<file path="src/rtl/cgra_cfg_pkg.sv">
// Shared types and defaults for the CGRA configuration loader.
// Defaults match the configurator bitstream size.
package cgra_cfg_pkg;

  localparam int unsigned CFG_NUM_BITS     = 832;
  localparam int unsigned CFG_CNT_W        = 32;
  localparam int unsigned CFG_DONE_TIMEOUT = 8;
  localparam int unsigned STATE_W          = 3;

  typedef enum logic [STATE_W-1:0] {
    IDLE,
    RESET_CFG,
    LOAD,
    WAIT_DONE,
    DONE,
    ERROR
  } cfg_state_e;

  function automatic logic busy_state(cfg_state_e s);
    return s inside {RESET_CFG, LOAD, WAIT_DONE};
  endfunction

endpackage

</file>
<file path="src/rtl/cfg_skid_reg.sv">
// One-entry, one-bit skid register for chain back-pressure.
// Load wins over drain; the loader never asks for both at once.
module cfg_skid_reg (
  input  logic clock,
  input  logic sync_reset_n,
  input  logic load,
  input  logic drain,
  input  logic load_bit,
  output logic valid,
  output logic data
);

  // capture a stalled bit, release it once the chain accepts it
  always_ff @(posedge clock) begin
    if (!sync_reset_n) begin
      valid <= 1'b0;
      data  <= 1'b0;
    end else if (load) begin
      valid <= 1'b1;
      data  <= load_bit;
    end else if (drain) begin
      valid <= 1'b0;
    end
  end

endmodule

</file>
<file path="src/rtl/cgra_config_loader.sv">
// Streams the configurator bitstream into the CGRA scan chain.
// Handles chain hold via a skid entry and checks count vs. done.
module cgra_config_loader
  import cgra_cfg_pkg::*;
#(
  parameter int unsigned NUM_BITS     = CFG_NUM_BITS,
  parameter int unsigned CNT_W        = CFG_CNT_W,
  parameter int unsigned DONE_TIMEOUT = CFG_DONE_TIMEOUT
) (
  input  logic             clock,
  input  logic             sync_reset_n,
  input  logic             start,
  input  logic             hold,
  output logic             cfg_enable_o,
  output logic             cfg_sync_reset,
  input  logic             cfg_bit_i,
  input  logic             cfg_done_i,
  output logic             chain_bit_o,
  output logic             chain_enable_o,
  output logic             busy,
  output logic             config_done,
  output logic             error,
  output logic [CNT_W-1:0] bits_shifted
);

  localparam int unsigned TMO_W = $clog2(DONE_TIMEOUT + 1);
  localparam logic [CNT_W-1:0] NB = CNT_W'(NUM_BITS);
  localparam logic [TMO_W-1:0] TMO_LAST = TMO_W'(DONE_TIMEOUT - 1);

  if (64'(NUM_BITS) >= (64'd1 << CNT_W)) begin : g_bad_cnt_w
    $error("NUM_BITS does not fit in CNT_W bits");
  end

  if (DONE_TIMEOUT < 1) begin : g_bad_tmo
    $error("DONE_TIMEOUT must be at least 1");
  end

  cfg_state_e       state_q;
  cfg_state_e       state_d;
  logic [CNT_W-1:0] issued_q;
  logic [CNT_W-1:0] shifted_q;
  logic [TMO_W-1:0] tmo_q;
  logic             in_valid_q;
  logic             skid_valid;
  logic             skid_data;
  logic             in_load;
  logic             in_move;
  logic             fwd_skid;
  logic             fwd_in;
  logic             skid_load;
  logic             skid_drain;

  assign in_load = (state_q == LOAD);
  assign in_move = (state_q == LOAD) || (state_q == WAIT_DONE);

  assign cfg_enable_o = in_load && !hold
                     && (issued_q < NB) && !skid_valid;

  assign fwd_skid   = in_move && !hold && skid_valid;
  assign fwd_in     = in_move && !hold && !skid_valid && in_valid_q;
  assign skid_load  = in_move && hold && in_valid_q;
  assign skid_drain = fwd_skid || (state_q == RESET_CFG);

  assign bits_shifted = shifted_q;

  cfg_skid_reg u_skid (
    .clock        (clock),
    .sync_reset_n (sync_reset_n),
    .load         (skid_load),
    .drain        (skid_drain),
    .load_bit     (cfg_bit_i),
    .valid        (skid_valid),
    .data         (skid_data)
  );

  // state register
  always_ff @(posedge clock) begin
    if (!sync_reset_n) begin
      state_q <= IDLE;
    end else begin
      state_q <= state_d;
    end
  end

  // next-state decode
  always_comb begin
    state_d = state_q;
    unique case (state_q)
      IDLE: begin
        if (start) state_d = RESET_CFG;
      end
      RESET_CFG: begin
        state_d = LOAD;
      end
      LOAD: begin
        if (issued_q == NB) state_d = WAIT_DONE;
        else if (cfg_done_i) state_d = ERROR;
      end
      WAIT_DONE: begin
        if ((shifted_q == NB) && cfg_done_i) state_d = DONE;
        else if (tmo_q == TMO_LAST) state_d = ERROR;
      end
      DONE, ERROR: begin
        if (start) state_d = RESET_CFG;
      end
      default: state_d = IDLE;
    endcase
  end

  // status and configurator control outputs
  always_comb begin
    cfg_sync_reset = 1'b0;
    config_done    = 1'b0;
    error          = 1'b0;
    unique case (state_q)
      IDLE, RESET_CFG: cfg_sync_reset = 1'b1;
      DONE:            config_done    = 1'b1;
      ERROR:           error          = 1'b1;
      default: ;
    endcase
    busy = busy_state(state_q);
  end

  // counters, cleared on the way into a new load
  always_ff @(posedge clock) begin
    if (!sync_reset_n) begin
      issued_q  <= '0;
      shifted_q <= '0;
      tmo_q     <= '0;
    end else if (state_d == RESET_CFG) begin
      issued_q  <= '0;
      shifted_q <= '0;
      tmo_q     <= '0;
    end else begin
      if (cfg_enable_o) issued_q <= issued_q + CNT_W'(1);
      if (fwd_skid || fwd_in) shifted_q <= shifted_q + CNT_W'(1);
      if (state_q == WAIT_DONE) tmo_q <= tmo_q + TMO_W'(1);
    end
  end

  // arrival pipe and registered chain outputs
  always_ff @(posedge clock) begin
    if (!sync_reset_n) begin
      in_valid_q     <= 1'b0;
      chain_enable_o <= 1'b0;
      chain_bit_o    <= 1'b0;
    end else begin
      in_valid_q     <= cfg_enable_o;
      chain_enable_o <= fwd_skid || fwd_in;
      if (fwd_skid) chain_bit_o <= skid_data;
      else if (fwd_in) chain_bit_o <= cfg_bit_i;
    end
  end

endmodule
</file>
<file path="config.mk">
export PLATFORM = sky130hd
export DESIGN_NAME = cgra_config_loader
export DESIGN_NICKNAME = d
export VERILOG_FILES = /design/src/rtl/cgra_cfg_pkg.sv /design/src/rtl/cfg_skid_reg.sv /design/src/rtl/cgra_config_loader.sv
export SDC_FILE = /design/constraint.sdc
export NUM_CORES = 1
export LEC_CHECK = 0
export ABC_AREA = 1
export CAP_MARGIN = 5
export CORE_MARGIN = 2
export CORE_UTILIZATION = 56
export CTS_CLUSTER_DIAMETER = 200
export DETAILED_ROUTE_END_ITERATION = 8
export PLACE_DENSITY = 0.77
export RECOVER_POWER = 100
export SYNTH_ARGS = -nofsm -noshare
export SYNTH_HDL_FRONTEND = slang
export SYNTH_SLANG_ARGS = --single-unit
</file>
<file path="constraint.sdc">
create_clock -name clock -period 2 [get_ports clock]
set_clock_uncertainty 0.1 [all_clocks]
set_input_delay 0.2 -clock clock [delete_from_list [all_inputs] [get_ports clock]]
set_output_delay 0.2 -clock clock [all_outputs]
set_load 0.02 [all_outputs]
</file>
==> results.yml <==
floorplanning:
  fp.dieW_microns: 87.25
  fp.dieH_microns: 87.25
  core-area_sq_mm: 0.006756
  ios: 45
  start_util_pct: 57.44
  die-area_sq_mm: 0.007613
  num_rows: 30
setup_path:
  startpoint: "state_q[0]"
  cp-start-kind: "flop"
  r2r_slack_ns: -0.02
  critPathMaxFanout: 15
  r2r_cells: 12
  cpMaxStageDelayCell: "dfxtp_1"
  critPathBufInv: 3
  timing.rr.start: "state_q[0]"
  slowest_delay_ns: 0.35
  worstPathArrival_ns: 2.18
  worstSetupEndpoint: "bits_shifted[1]"
  r2r-end: "bits_shifted[1]"
  critPathTopFamily: "simple AND/OR/NAND/NOR gates"
  critical_path_class: "flop to flop"
  path_cells: "inv_1 -> nand2_2 -> buf_4 -> nor2_1 -> nor3b_2 -> nand2_2 -> nor2_4 -> nor2_4 -> nand2_4 -> nand2_8 -> buf_12 -> nor2_1"
  endpoint_kind: "flop"
  worstPathRequired_ns: 2.17
  path_depth: 12
sta:
  hold_violations: 0
  worstMarginPinSlew_ns: 0.5131
  max_freq_ghz: 0.4958
  rsz0062_at_grt: "true"
  tns_ns: -0.01701
  setup_ws_ns: -0.01677
  post-route-min-period_ns: 2.017
  slew_headroom_pct: 65.69
  period_share_pct: 100.8
  finalMaxSlewViolations: 0
  finalSetupViolCount: 2
hold_path:
  hold_class: "flop to flop"
route:
  wl_per_cell_microns: 14.17
  dr.pass1.iters: 5
  ant_nets: 0
  vias: 4028
  detailedRoute.firstIterationViolations: 204
  drc: 0
  avgViaCountPerCell: 5.245
  wl_mm: 10.88
placement:
  hpwl_mm: 6.814
  gp_congestion: 0.8803
  placed_cell_area_sq_mm: 0.004661
  post-place-ws_ns: -0.08638
  port_buffers: 44
grt:
  overflow: 0
  antenna_found_initial: 0
  grt_pass1_wl_mm: 14.51
  track_usage_pct: 24.21
  grt_pass1_vias: 3457
  grt_max_degree: 43
pwr:
  sw_frac_of_total_pct: 27.08
  p_leak_nw: 2.171
  clkPwrFrac_pct: 39.2
  power.internal_mw: 2.287
  ir_worst_vdd_mv: 0.3968
  comb_power_share_pct: 12.3
  p_switching_mw: 0.8492
  finalPower_mw: 3.136
  power.share.sequential_pct: 48.5
  powerDensity_mw_per_mm2: 590.4
outcome:
  status: "finished, violations left"
  violations: "negative setup slack"
clock_tree:
  clock_sinks: 76
  clockBufferDepth: 2
  cts_root_buf: "clkbuf_8"
  clk_pin_slew_worst_paths_ns: 0.09
  numCtsBuffers: 9
  cts_tree: "built"
  htree_levels: 3
  clock_latency_ns: 0.35
synthesis:
  synth_ff_type: "dfxtp_1"
  synthesis.area_sq_mm: 0.003881
  synth_cell_types: 30
  synth_cells: 583
  synth_nets: 594
  synth_area_per_cell_sq_um: 6.657
  ys_warn_count: 0
  synth_edf_count: 0
  ys_seq_elements: 76
  seq_area_frac_synth_pct: 39.20
  async_reset_ff_share_pct: 0
final_layout:
  drive_above_1_share_pct: 22.09
  antenna_cells: 0
  final_core_util_pct: 78.61
  fin_area_sq_mm: 0.005311
  area_delta_synth_final_pct: 36.85
  fillers: 490
  fin_nets: 694
job:
  max_cap_violations: 0
[cell usage in the layout (no fill, tap or decap), types with 8 or more instances in the layout]
| cell type | netlist | layout |
|---|---|---|
| o21ai_0 | 13 | 13 |
| nor2_2 | 1 | 26 |
| nand2_1 | 111 | 102 |
| xor2_1 | 33 | 33 |
| nor2_1 | 149 | 119 |
| dfxtp_2 | 0 | 12 |
| nand4_1 | 9 | 9 |
| inv_2 | 2 | 12 |
| clkdlybuf4s50_1 | 0 | 40 |
| nor3_1 | 20 | 17 |
| a21oi_1 | 10 | 10 |
| nand2_2 | 1 | 8 |
| dfxtp_1 | 76 | 62 |
| inv_1 | 98 | 86 |
| nand3_1 | 25 | 23 |
| buf_4 | 0 | 43 |
| clkbuf_8 | 0 | 9 |
[stage by stage]
stage	instances	hold WS, ns
detailed placement	736	0.3167
global route	768	0.3412
global placement	736	0.3148
floorplan	583	0.1976
finish	768	0.3305
CTS	752	0.3301
[synthesized netlist by cell type, types with 2 or more instances]
| cell type | count | share of area (%) |
|---|---|---|
| nor2_1 | 149 | 14 |
| nand4_1 | 9 | 1.5 |
| nand3b_1 | 2 | 0.39 |
| xor2_1 | 33 | 7.4 |
| inv_2 | 2 | 0.19 |
| buf_6 | 3 | 0.87 |
| buf_2 | 6 | 0.77 |
| inv_1 | 98 | 9.5 |
| nor3b_1 | 2 | 0.39 |
| nor3_1 | 20 | 2.6 |
| o21ai_0 | 13 | 1.7 |
| dfxtp_1 | 76 | 39 |
| ha_1 | 5 | 1.6 |
| nor3_2 | 2 | 0.52 |
| xnor2_1 | 4 | 0.90 |
| a21oi_1 | 10 | 1.3 |
| o211ai_1 | 2 | 0.39 |
| nand2_1 | 111 | 11 |
| nand3_1 | 25 | 3.2 |
[worst min path at each step]
stage	slack, ns	endpoint	cells after the start	start
6_report	0.33	issued_q[23]	2	issued_q[23]
5_1_grt	0.34	issued_q[19]	2	issued_q[19]
4_1_cts	0.33	issued_q[29]	2	issued_q[29]
3_5_place_dp	0.32	issued_q[29]	2	issued_q[29]
3_3_place_gp	0.31	issued_q[21]	2	issued_q[21]
2_1_floorplan	0.20	state_q[1]	2	sync_reset_n
[routing by layer]
metal  up-vias  wire [microns]  track usage [%]
li1       1987               -                -
met1      1863            4406            27.81
met4         0             281            10.07
met2       149            5652            43.73
met5         -               0                0
met3        29             540            4.455
[registers in the layout, indices dropped and copies added, names as in the netlist]
register	count
u_skid.valid	1
tmo_q	4
chain_enable_o	1
u_skid.data	1
issued_q	32
bits_shifted	32
in_valid_q	1
chain_bit_o	1
state_q	3
[final cells by class]
class | count | area (sq um) | area share [%]
Tap cell | 80 | 100.1 | 1.885
Sequential cell | 76 | 1544 | 29.07
Inverter | 100 | 380.4 | 7.161
Clock buffer | 9 | 123.9 | 2.332
Multi-Input combinational cell | 399 | 2128 | 40.07
Timing Repair Buffer | 97 | 953.4 | 17.95
Clock inverter | 7 | 81.33 | 1.531
[worst reg2reg max path, delay by kind of cell, from the launching register on]
kind,cells,cell delay (ns)
and+or+nand+nor,9,1.03
buffers and inverters,3,0.45
DFF,1,0.35
[power by group through the flow]
stage	Sequential [mW]	Clock [mW]	Combinational [mW]
after floorplan	1.56	0	0.140
after global placement	1.56	0	0.215
after detailed placement	1.56	0	0.218
after CTS	1.52	1.23	0.216
after global routing	1.52	1.29	0.406
final	1.52	1.23	0.387
[kinds of logic after synthesis]
logic type | Yosys count | share of synthesized area, %
AOI/OAI and AO/OA | 28 | 3.901
xor gates and xnor gates | 37 | 8.349
adders and majority gates | 5 | 1.612
buffers and inverters | 109 | 11.32
DFF | 76 | 39.20
muxes | 1 | 0.2579
and+or+nand+nor | 327 | 35.36
[repair_timing]
action	4_1_cts	5_1_grt
hold buffers	0	0
endpoints found under the hold margin	0	0
endpoints found under the setup margin	4	70
gates resized for setup	6	95
cloned	0	8
pin swaps	0	20
buffers inserted	0	8
No activity file was read; power rests on OpenSTA's default activity.
